==> src/rtl/text_fetch_arbiter.sv <==
// Text-mode fetch scheduler for an 80x30 grid of 8x16 glyphs, arbitrating the text RAM with a host writer.
// Optional blinking block cursor on glyph rows 14-15 when TEXT_CURSOR_EN is defined.
module text_fetch_arbiter #(
  parameter int H_ACT_START = 144,
  parameter int V_ACT_START = 35,
  parameter int COLS        = 80,
  parameter int ROWS        = 30,
  parameter int CELLS       = COLS * ROWS
) (
  input  logic        pix_clk,
  input  logic        rst,
  input  logic [9:0]  h_cnt,
  input  logic [9:0]  v_cnt,
  input  logic        wr_req,
  input  logic [11:0] wr_addr,
  input  logic [7:0]  wr_data,
  output logic        wr_ack,
  output logic        ram_en,
  output logic        ram_we,
  output logic [11:0] ram_addr,
  output logic [7:0]  ram_wdata,
  input  logic [7:0]  ram_rdata,
  output logic        rom_en,
  output logic [11:0] rom_addr,
  input  logic [7:0]  rom_data,
`ifdef TEXT_CURSOR_EN
  input  logic [11:0] cur_addr,
  input  logic        cur_on,
`endif
  output logic        box_time
);

  // Each cell is read 5 pixels before it is shown: read, ROM, latch, (gap), load.
  localparam logic [9:0]  H_ISSUE0     = 10'(H_ACT_START - 5);
  localparam logic [9:0]  H_LAST_ISSUE = 10'(H_ACT_START - 5 + 8 * (COLS - 1));
  localparam logic [9:0]  H_DRAIN_END  = 10'(H_ACT_START - 1 + 8 * (COLS - 1));
  localparam logic [9:0]  H_LINE_END   = 10'd798;
  localparam logic [9:0]  V_FIRST      = 10'(V_ACT_START);
  localparam logic [9:0]  V_LAST       = 10'(V_ACT_START + 16 * ROWS - 1);
  localparam logic [11:0] CELLS_L      = 12'(CELLS);
  localparam logic [11:0] ROW_STEP     = 12'(COLS);

  typedef enum logic [1:0] {S_BLANK, S_FETCH, S_DRAIN} state_t;

  state_t      r_state, w_state_nxt;
  logic [7:0]  r_shift, r_next_byte;
  logic [6:0]  r_col;
  logic [11:0] r_line_base;
  logic        r_base_ok;

  logic        w_active, w_issue, w_rom_slot, w_latch, w_load;
  logic [8:0]  w_vrel;
  logic [3:0]  w_glyph_row;
  logic [4:0]  w_text_row;
  logic [2:0]  w_phase;
  logic [11:0] w_base_calc, w_base_cur, w_disp_addr;
  logic [7:0]  w_glyph;

  assign w_active    = (v_cnt >= V_FIRST) && (v_cnt <= V_LAST);
  assign w_vrel      = v_cnt[8:0] - V_FIRST[8:0];
  assign w_glyph_row = w_vrel[3:0];
  assign w_text_row  = w_vrel[8:4];
  assign w_phase     = h_cnt[2:0] - H_ISSUE0[2:0];

  // Row base = 80*text_row as 64*row + 16*row; only used to resynchronise after a reset.
  assign w_base_calc = {1'b0, w_text_row, 6'd0} + {3'd0, w_text_row, 4'd0};
  assign w_base_cur  = r_base_ok ? r_line_base : w_base_calc;
  assign w_disp_addr = w_base_cur + {5'd0, r_col};

  assign w_issue    = ((r_state == S_BLANK) && (h_cnt == H_ISSUE0) && w_active) ||
                      ((r_state == S_FETCH) && (w_phase == 3'd0));
  assign w_rom_slot = (r_state != S_BLANK) && (w_phase == 3'd1);
  assign w_latch    = (r_state != S_BLANK) && (w_phase == 3'd2);
  assign w_load     = (r_state != S_BLANK) && (w_phase == 3'd4);

  // NOTE: every output gets a default before any branch so this block never infers a latch.
  always_comb begin
    w_state_nxt = r_state;
    wr_ack      = 1'b0;
    ram_en      = 1'b0;
    ram_we      = 1'b0;
    ram_addr    = '0;
    ram_wdata   = '0;
    rom_en      = 1'b0;
    rom_addr    = '0;
    case (r_state)
      S_BLANK: if (w_issue) w_state_nxt = S_FETCH;
      S_FETCH: if (h_cnt >= H_LAST_ISSUE) w_state_nxt = S_DRAIN;
      S_DRAIN: if (h_cnt >= H_DRAIN_END) w_state_nxt = S_BLANK;
      default: w_state_nxt = S_BLANK;
    endcase
    if (!rst) begin
      if (w_issue) begin
        ram_en   = 1'b1;
        ram_addr = w_disp_addr;
      end else if (wr_req) begin
        wr_ack = 1'b1;
        if (wr_addr < CELLS_L) begin
          ram_en    = 1'b1;
          ram_we    = 1'b1;
          ram_addr  = wr_addr;
          ram_wdata = wr_data;
        end
      end
      if (w_rom_slot) begin
        rom_en   = 1'b1;
        rom_addr = {ram_rdata, w_glyph_row};
      end
    end
  end

`ifdef TEXT_CURSOR_EN
  localparam logic [9:0] V_FRAME_END = 10'd523;
  logic [4:0]  r_frame_cnt;
  logic [11:0] r_fetch_addr;

  always_ff @(posedge pix_clk) begin
    if (rst) begin
      r_frame_cnt  <= '0;
      r_fetch_addr <= '0;
    end else begin
      if (v_cnt == V_FRAME_END && h_cnt == H_LINE_END) r_frame_cnt <= r_frame_cnt + 5'd1;
      if (w_issue) r_fetch_addr <= w_disp_addr;
    end
  end

  assign w_glyph = (cur_on && r_frame_cnt[4] && (r_fetch_addr == cur_addr) &&
                    (w_glyph_row[3:1] == 3'b111)) ? ~rom_data : rom_data;
`else
  assign w_glyph = rom_data;
`endif

  // NOTE: state registers use non-blocking assignments so every flop samples pre-edge values.
  always_ff @(posedge pix_clk) begin
    if (rst) begin
      r_state     <= S_BLANK;
      r_shift     <= '0;
      r_next_byte <= '0;
      r_col       <= '0;
      r_line_base <= '0;
      r_base_ok   <= 1'b0;
    end else begin
      r_state <= w_state_nxt;
      if (w_issue)                r_col <= r_col + 7'd1;
      else if (r_state == S_BLANK) r_col <= '0;
      if (w_latch) r_next_byte <= w_glyph;
      r_shift <= w_load ? r_next_byte : {r_shift[6:0], 1'b0};
      if (v_cnt == V_FIRST && h_cnt == 10'd0) begin
        r_line_base <= '0;
        r_base_ok   <= 1'b1;
      end else if (w_active && h_cnt == H_LINE_END && w_glyph_row == 4'hF) begin
        r_line_base <= w_base_cur + ROW_STEP;
        r_base_ok   <= 1'b1;
      end else if (w_active && !r_base_ok) begin
        r_line_base <= w_base_calc;
        r_base_ok   <= 1'b1;
      end
    end
  end

  assign box_time = r_shift[7] & ~rst;

endmodule

==> config.mk <==
export PLATFORM = sky130hd
export DESIGN_NAME = text_fetch_arbiter
export DESIGN_NICKNAME = d
export VERILOG_FILES = /design/src/rtl/text_fetch_arbiter.sv
export SDC_FILE = /design/constraint.sdc
export NUM_CORES = 1
export LEC_CHECK = 0
export BUFFER_PORTS_ARGS = -buffer_cell sky130_fd_sc_hd__buf_2
export CORE_ASPECT_RATIO = 2
export CORE_MARGIN = 2
export CORE_UTILIZATION = 30
export CTS_CLUSTER_SIZE = 8
export DETAILED_ROUTE_END_ITERATION = 7
export GPL_ROUTABILITY_DRIVEN = 0
export SLEW_MARGIN = 10
export SYNTH_ARGS = -nofsm -noshare
export SYNTH_HDL_FRONTEND = slang
export SYNTH_SLANG_ARGS = --single-unit
==> constraint.sdc <==
create_clock -name pix_clk -period 4.73 [get_ports pix_clk]
set_clock_uncertainty 0.15 [all_clocks]
set_input_delay 0.946 -clock pix_clk [delete_from_list [all_inputs] [get_ports pix_clk]]
set_output_delay 0.946 -clock pix_clk [all_outputs]
set_load 0.02 [all_outputs]
==> Word level (Yosys, flattened, before mapping) <==
Cells that the tools add are included.
{ "word_totals": {"in_bits": 59, "ff_bits": 38, "word_cells": 90, "out_inout_bits": 37} }
{ "op_classes": {"mux": 34, "n_eq_ne": 12, "bitwise": 3, "magnitude_cmp": 5, "add_sub_neg": 6, "reduce_logical": 23} }
{ "ops": {"columns": ["op", "count"], "rows": [
  ["two-way mux 12 bit", 9],
  ["two-way mux 8 bit", 5],
  ["greater-or-equal comparator 10 bit (second input constant)", 2],
  ["two-way mux 1 bit", 14],
  ["two-way mux 7 bit", 2],
  ["adder 11 x 9 -> 12 bit", 1],
  ["adder 12 x 7 -> 12 bit", 1],
  ["adder 12 x 7 -> 12 bit (second input constant)", 1],
  ["< comparator 12 bit (second input constant)", 1],
  ["logical AND 1 bit", 11],
  ["== test 10 bit (second input constant)", 1],
  ["== test 10 x 6 -> 1 bit (second input constant)", 1],
  ["== test 10 x 8 -> 1 bit (second input constant)", 1],
  ["greater-or-equal comparator 10 x 6 -> 1 bit (second input constant)", 1],
  ["less-or-equal comparator 10 bit (second input constant)", 1],
  ["logical NOT 10 bit", 1],
  ["subtractor 9 x 6 -> 9 bit (second input constant)", 1],
  ["adder 7 x 1 -> 7 bit (second input constant)", 1],
  ["two-way mux 2 bit", 3],
  ["one-hot mux 2 bit (3 select lines)", 1],
  ["nonzero test 2 bit", 3],
  ["== test 4 bit (second input constant)", 1],
  ["!= test 2 bit (second input constant)", 2],
  ["OR reduction 2 bit", 2],
  ["15 further kinds", 16]
]} }

==> Depth between registers and ports, before layout <==
Gate-level depths: netlist of the first run.
{ "depth": {"word_depth": 6, "depth_mapped": 14, "ltp_nobuf": 13} }

==> Least setup slack after synthesis of the first run <==
No wires, ideal clock.
{ "synth_path": {"kind": "input to output", "start": "in v_cnt[0]", "end": "out ram_addr[11]", "stages": 12, "required_ps": 3634, "arrival_ps": 3727, "path_slack_ps": -93, "cell_sequence": "ha_1 -> o41a_1 -> xnor2_1 -> ha_1 -> nor2b_1 -> a21o_1 -> ha_1 -> nor2_1 -> nor4_1 -> a31oi_1 -> nand3b_1 -> a21boi_1"} }
{ "synth_via": {"elab_chain_cells": 6, "word_cells_on_any_way": 11} }
{ "synth_rtl": {"columns": ["element", "line", "rtl"], "rows": [
  ["start: declaration", "13", "input logic [9:0] v_cnt,"],
  ["subtractor 9 x 6 -> 9 bit, or another cell as far along", "60", "assign w_vrel = v_cnt[8:0] - V_FIRST[8:0];"],
  ["adder 11 x 9 -> 12 bit or logical AND 1 bit (tied branches)", "66, 59", null],
  ["two-way mux 12 bit or logical AND 1 bit (tied branches)", "67, 70", null],
  ["adder 12 x 7 -> 12 bit or logical OR 1 bit (tied branches)", "68, 70", null],
  ["two-way mux 12 bit *", "93", "if (w_issue) begin"],
  ["two-way mux 12 bit *", "92", "if (!rst) begin"],
  ["end: declaration", "20", "output logic [11:0] ram_addr,"]
]} }
Every way passes the cells marked *; elsewhere a longest branch is shown, timed or not.

==> Worst setup path after layout of the first run <==
{ "layout_path": {"start": "in v_cnt[1]", "end": "out ram_addr[11]"} }
Same word-level chain as after synthesis.

==> results of run 1 <==
-- metal layers --
| metal | global-route usage, % | routed length (microns) | vias up |
|---|---|---|---|
| met4 | 12.0 | 449 | 0 |
| met1 | 16.1 | 3450 | 1639 |
| met5 | 0 | 0 | - |
| li1 | - | - | 1769 |
| met3 | 1.75 | 201 | 26 |
| met2 | 35.1 | 6050 | 62 |
-- state kept, by name (all words and copies together), names as in the netlist --
register	cells
r_line_base	12
r_next_byte	8
r_shift	8
r_col	7
r_state	2
r_base_ok	1
-- worst paths after layout --
path,startpoint,end,slack [ns],depth (start not counted)
setup / recovery,v_cnt[1],ram_addr[11],-0.02,15
hold / removal,r_line_base[2],r_line_base[2],0.31,1
setup reg to reg,r_base_ok,r_line_base[7],2.29,9
hold reg to reg,r_line_base[2],r_line_base[2],0.31,1
-- placed cells by master, fill, tap and decap left out, types with 3 or more instances in the layout --
cell type / Yosys / final
a22o_1: 5 / 5
dfxtp_1: 38 / 38
nand2_1: 37 / 37
mux2i_1: 21 / 20
or2_2: 3 / 3
o21ai_1: 12 / 12
xor2_1: 4 / 4
or3_1: 5 / 5
inv_1: 7 / 7
nor3_1: 9 / 6
nand4_1: 6 / 6
nor3_2: 0 / 3
and2_1: 25 / 26
xnor2_1: 12 / 9
o211ai_1: 3 / 3
clkbuf_16: 0 / 5
a211oi_1: 3 / 3
mux2_2: 3 / 3
nor2b_1: 10 / 8
a21o_1: 10 / 10
nand3_1: 10 / 10
ha_1: 14 / 10
buf_2: 4 / 90
nand2b_1: 4 / 4
ha_4: 0 / 3
a21oi_1: 28 / 26
buf_4: 1 / 63
xnor2_2: 1 / 4
o31ai_1: 3 / 3
buf_6: 1 / 5
o21ai_0: 10 / 9
o21a_1: 3 / 3
nor2_1: 54 / 52
-- area by class of cell --
cell class	count	area, sq um	area share (%)
timing repair buffer	158	980	21.4
clock buffer	5	125	2.74
inverter	8	30.0	0.657
multi-input combinational	345	2440	53.3
sequential	38	761	16.6
tap	137	171	3.75
clock inverter	3	68.8	1.50
-- worst reg2reg max path: cells and delay by family, from the launching register on --
kind / cells / cell delay [ns]
multiplexers: 1 / 0.29
flip-flops: 1 / 0.48
buffers and inverters: 2 / 0.50
AND/OR/NAND/NOR: 2 / 0.20
AO/OA/AOI/OAI: 4 / 0.69
-- power groups by stage --
stage | registers [mW] | clock network (mW) | logic (mW)
floorplan | 0.337 | 0 | 0.171
global placement | 0.339 | 0 | 0.296
detailed placement | 0.339 | 0 | 0.302
CTS | 0.332 | 0.451 | 0.330
global route | 0.333 | 0.465 | 0.376
finish | 0.332 | 0.444 | 0.346
-- repair_timing --
action | in CTS | in global routing
pin swaps | 11 | 12
setup endpoints to repair | 5 | 5
buffers inserted | 4 | 5
endpoints found under the hold margin | 0 | 0
resized for setup | 19 | 13
-- cells by family (layout without fill, tap and decap cells) --
group                      Yosys count  in the layout  synth area share [%]
and+or+nand+nor                    183            183                  29.4
AOI/OAI and AO/OA                  105            105                  24.0
DFF                                 38             38                  23.9
buffers and inverters               26            174                  3.58
muxes                               25             25                  8.03
xor gates and xnor gates            17             17                  4.92
adders and majority gates           15             15                  6.14
==> metrics.md, run 1 <==
| Metric | Value |
|---|---|
| Status | `finished, violations left` |
| Failing checks | `negative setup slack` |
| Post-synth ARST share | `0%` |
| # clock sinks | `38` |
| Power per standard cell area | `245 nW/um^2` |
| HPWL Detailed | `8170 microns` |
| Final core utilization | `43.9%` |
| Hold buffers post-CTS | `0` |
| Gr ovfl total | `0` |
| DRC Markers | `0` |
| Total I/O pin count | `96` |
| Fin crit period | `4.75 ns` |
| Initial drt markers | `136` |
| Initial core utilization | `30.5%` |
| Reg power frac | `29.6%` |
| Post-Place Cell Area | `4160 sq um` |
| Buffers on Ports | `95` |
| Global-route usage over all layers | `17.6%` |
| Area leader, netlist | `dfxtp_1` |
| Worst hold slack | `0.305 ns` |
| Syn avg cell area | `7.77 sq um` |
| Slowest-stage cell, CP | `o41a_1` |
| Bufs on Longest Clock Path | `2` |
| Setup TNS | `-0.0268 ns` |
| Worst-Skew Late Latency | `0.29 ns` |
| Num CTS Buffers | `5` |
| Antenna diodes | `0` |
| WL/cell | `14.6 microns` |
| Via count | `3496` |
| Max-Cap Viols | `0` |
| Critical path endpoint category | `output port` |
| Core box area | `10400 sq um` |
| Relative slew slack | `69.1%` |
| Synth-to-Final Area Change | `44.0%` |
| Post-route cell area | `4570 sq um` |
| Critical Path Max Stage Delay | `0.36 ns` |
| Period Utilization, post-route | `100%` |
| Vias in the first global route | `3586` |
| Post-Layout Cell Count | `694` |
| Distinct cells, synth | `70` |
| Synth top area cells | `dfxtp_1, mux2i_1, nor2_1` |
| Setup WS post-layout | `-0.0175 ns` |
| Routed WL | `10100 microns` |
| Slew @ Worst Pin | `0.457 ns` |
| Pre-CTS WS | `-0.328 ns` |
| Buffers and inverters on the worst path | `3` |
| Seq cells post-synth | `38` |
| Final #Nets | `630` |
| Synth Flop Type | `dfxtp_1` |
| Initial antenna violation count | `0` |
| Die area | `11500 sq um` |
| Syn Nets | `483` |
| Number of fill cells | `1086` |
| Synthesized cell area | `3180 sq um` |
| H-tree depth reported by CTS | `2` |
| Die X | `76.8 microns` |
| Seq/Total Area, Yosys | `23.9%` |
| Sw frac | `28.8%` |
| CP Class | `input pin to output port` |
| DRT Pass-1 Iters | `4` |
| Mapped Cells | `409` |
| Row count | `53` |
| Crit Path Max Fanout | `4` |
| Total chip power | `1.12 mW` |
| TritonCTS clock tree | `built` |
| Static leakage | `2.13 nW` |
| Area share of the largest cell type after synthesis | `23.9%` |
| P_int | `0.799 mW` |
| Clock network fraction of design power | `39.6%` |
| Post-synth top cells | `nor2_1, dfxtp_1, nand2_1` |
| Number of synthesized flops with an enable pin | `0` |
| Clock root cell | `clkbuf_16` |
| Crit path DAT | `3.65 ns` |
| Warnings from Yosys | `0` |
| Critical Path RT | `3.63 ns` |
| Net Switching | `0.323 mW` |
| Share of layout cells above drive strength 1 | `36.8%` |
| Via density | `5.04` |
| Comb power frac | `30.8%` |
| Clk slew on worst S/H paths | `0.06 ns` |
| Global-route wire length before repair | `16300 microns` |
| Hold Vio Cnt, Final | `0` |
| Delay-heaviest family, CP | `compound AO/OA/AOI/OAI gates` |
| Die Y | `150 microns` |
| CP Launch Type | `input pin` |
| RSZ-0062 raised after global routing | `yes` |
| Crit-path cells | `buf_6, ha_4, o41a_1, xnor2_2, ha_1, nor2b_4, a21o_1, ha_4, nor2_4, nor4_2, buf_4, a31oi_1, nand3b_1, a21boi_2, buf_6` |
| Largest net degree at the start of global routing | `30` |
| Most frequent cell after synthesis | `nor2_1` |
| Final Max Tran Viols | `0` |
| Placed Cells | `677` |
| Peak VDD IR | `193 uV` |
| Final Setup Violations | `2` |
| Post-route ant nets | `0` |
| HP Class | `register to register` |
| Peak Freq | `211 MHz` |
Power figures use the tool's default switching activity.
==> run 2: changes to the inputs <==
==> constraint.sdc (replaced) <==
create_clock -name pix_clk -period 4.3 [get_ports pix_clk]
set_clock_uncertainty 0.15 [all_clocks]
set_input_delay 0.86 -clock pix_clk [delete_from_list [all_inputs] [get_ports pix_clk]]
set_output_delay 0.86 -clock pix_clk [all_outputs]
set_load 0.02 [all_outputs]
==> run 2 against run 1 <==
Compared with the run above:
- the flow still finishes with violations (negative setup slack)
- clock-buffer cell count did not move
- worst hold slack improved by 0.00083 ns
- final cell count down 1.6%
- via count fell by 0.69%
- global-route usage shrank 0.071 points
- sequential power rose by 10%
==> metrics.md, run 2 (synthesized netlist as in run 1, its figures left out) <==
| Metric | Value |
|---|---|
| Status | `finished, violations left` |
| Failing checks | `negative setup slack` |
| Period Utilization, post-route | `107%` |
| HP Class | `register to register` |
| Core box area | `10400 sq um (unchanged)` |
| RSZ-0062 raised after global routing | `yes` |
| Most common cell after layout, fill and taps aside | `buf_2` |
| Setup crit end | `ram_addr[11]` |
| Most frequent cells in the layout | `buf_2, nor2_1, buf_4, dfxtp_1, nand2_1` |
| Pre-CTS WS | `-0.425 ns (-0.0979 ns)` |
| H-tree depth reported by CTS | `2 (unchanged)` |
| CP Class | `input pin to output port` |
| Final Setup Violations | `5 (+3)` |
| Antenna diodes | `0 (unchanged)` |
| Share of layout cells above drive strength 1 | `37.5% (+0.74 points)` |
| Initial drt markers | `132 (-2.9%)` |
| Largest net degree at the start of global routing | `30 (unchanged)` |
| Post-Place Cell Area | `4260 sq um (+2.5%)` |
| Slew @ Worst Pin | `0.424 ns (-0.0330 ns)` |
| TritonCTS clock tree | `built` |
| Worst R2R End | `r_line_base[6]` |
| Post-route ant nets | `0 (unchanged)` |
| Static leakage | `2.12 nW (-0.25%)` |
| Final Max Tran Viols | `0 (unchanged)` |
| Buffers on Ports | `95 (unchanged)` |
| DRT Pass-1 Iters | `4 (unchanged)` |
| Total I/O pin count | `96 (unchanged)` |
| Number of fill cells | `1103 (+1.6%)` |
| Initial antenna violation count | `0 (unchanged)` |
| Die area | `11500 sq um (unchanged)` |
| Largest register FFs | `12 (unchanged)` |
| Relative slew slack | `71.6% (+2.4 points)` |
| Reg2reg start | `r_base_ok` |
| Synth-to-Final Area Change | `46.7%` |
| Setup slack, reg-to-reg | `1.90 ns (-0.39 ns)` |
| DRC Markers | `0 (unchanged)` |
| Max-Cap Viols | `0 (unchanged)` |
| # clock sinks | `38 (unchanged)` |
| Total chip power | `1.24 mW (+10%)` |
| Via density | `5.08 (+0.91%)` |
| Via count | `3472 (-0.69%)` |
| Final #Nets | `619 (-1.7%)` |
| Crit Path Max Fanout | `4 (unchanged)` |
| Fin crit period | `4.59 ns` |
| Reg2Reg Depth | `8 (-1)` |
| Global-route wire length before repair | `16300 microns (-0.21%)` |
| Multi-input logic area | `2560 sq um (+5.2%)` |
| Bufs on Longest Clock Path | `2 (unchanged)` |
| CP Launch Type | `input pin` |
| Global-route usage over all layers | `17.5% (-0.071 points)` |
| Peak Freq | `218 MHz` |
| Final core utilization | `44.8% (+0.84 points)` |
| Die Y | `150 microns (unchanged)` |
| Worst-Skew Late Latency | `0.28 ns (about the same)` |
| Worst hold slack | `0.306 ns (+0.000831 ns)` |
| Initial core utilization | `30.5% (unchanged)` |
| WL/cell | `14.8 microns (+1.1%)` |
| Post-route cell area | `4660 sq um (+1.9%)` |
| Routed WL | `10100 microns (-0.50%)` |
| Largest reg by FF count | `r_line_base` |
| Num CTS Buffers | `5 (unchanged)` |
| Die X | `76.8 microns (unchanged)` |
| HPWL Detailed | `8240 microns (+0.86%)` |
| Largest regs | `r_line_base: 12 flops, r_next_byte: 8 flops, r_shift: 8 flops` |
| Critical Path RT | `3.29 ns (-0.34 ns)` |
| Row count | `53 (unchanged)` |
| Power per standard cell area | `266 nW/um^2 (+8.3%)` |
| Worst Setup SP | `v_cnt[0]` |
| Critical path endpoint category | `output port` |
| Peak VDD IR | `143 uV (-26%)` |
| Hold Vio Cnt, Final | `0 (unchanged)` |
| Clk slew on worst S/H paths | `0.06 ns (about the same)` |
| Flip-flop and latch area | `761 sq um (unchanged)` |
| Clock root cell | `clkbuf_16` |
| Gr ovfl total | `0 (unchanged)` |
| Setup WS post-layout | `-0.291 ns (-0.273 ns)` |
| Crit path DAT | `3.58 ns (-0.07 ns)` |
| Vias in the first global route | `3527 (-1.6%)` |
[run 2: cell count changes in the layout (fill, tap and decap cells not counted), moves of 2 or more]
cell,change
buf_12,+2
buf_2,-4
buf_4,-10
ha_1,-2
ha_4,+2
nand2_1,-3
nand2_2,+2
o21ai_1,-3
o21ai_2,+2
o31ai_4,+2
[run 2: layout make-up]
class / instances / area share (%)
Timing Repair Buffer: 147 / 20.2
Multi-Input combinational cell: 345 / 55.0
Clock buffer: 5 / 2.68
Sequential cell: 38 / 16.3
Tap cell: 137 / 3.68
Clock inverter: 3 / 1.48
Inverter: 8 / 0.644
[run 2: what timing repair did]
| action | 4_1_cts | 5_1_grt |
|---|---|---|
| pin swaps | 15 | 2 |
| endpoints found under the setup margin | 6 | 12 |
| buffers inserted | 1 | 1 |
| resized for setup | 33 | 6 |
| hold buffers | 0 | 0 |
[run 2: through the flow]
stage	cells	TNS, ns
after floorplan	409	-0.676
after global placement	674	-1.94
after detailed placement	674	-2.10
after CTS	682	-1.23
after global routing	683	-1.79
final	683	-1.23
[run 2: power breakdown]
part           switching, mW  internal (mW)  total, mW
Clock                  0.152          0.333      0.486
Sequential           0.00669          0.359      0.366
Combinational          0.200          0.187      0.388
Total                  0.359          0.879       1.24
[run 2: worst min path at each step]
| stage | to | slack, ns | cells past startpoint | startpoint |
|---|---|---|---|---|
| 3_3_place_gp | r_line_base[2] | 0.29 | 1 | r_line_base[2] |
| 3_5_place_dp | r_line_base[3] | 0.29 | 1 | r_line_base[3] |
| 4_1_cts | r_line_base[3] | 0.30 | 1 | r_line_base[3] |
| 2_1_floorplan | r_line_base[3] | 0.27 | 1 | r_line_base[3] |
| 5_1_grt | r_line_base[0] | 0.33 | 1 | r_line_base[0] |
| 6_report | r_line_base[0] | 0.31 | 1 | r_line_base[0] |
[run 2: per-layer routing]
metal,wire length (microns),vias up,global-route usage (%),part of all wire (%)
met2,6000,46,36.3,59
met4,486,0,10.2,4.8
met1,3470,1652,15.8,34
met5,0,-,0,0
met3,143,26,1.57,1.4
li1,-,1748,-,-
[run 2: critical path, cell delays in order]
cell	delay (ns)
buf_8	0.10
ha_4	0.15
buf_6	0.12
or4_4	0.50
nand2_4	0.09
ha_4	0.20
nor2b_4	0.12
a21o_1	0.20
ha_4	0.32
nor2_4	0.05
nor4_4	0.26
a31oi_1	0.12
nand3b_1	0.18
a21boi_2	0.15
buf_4	0.16
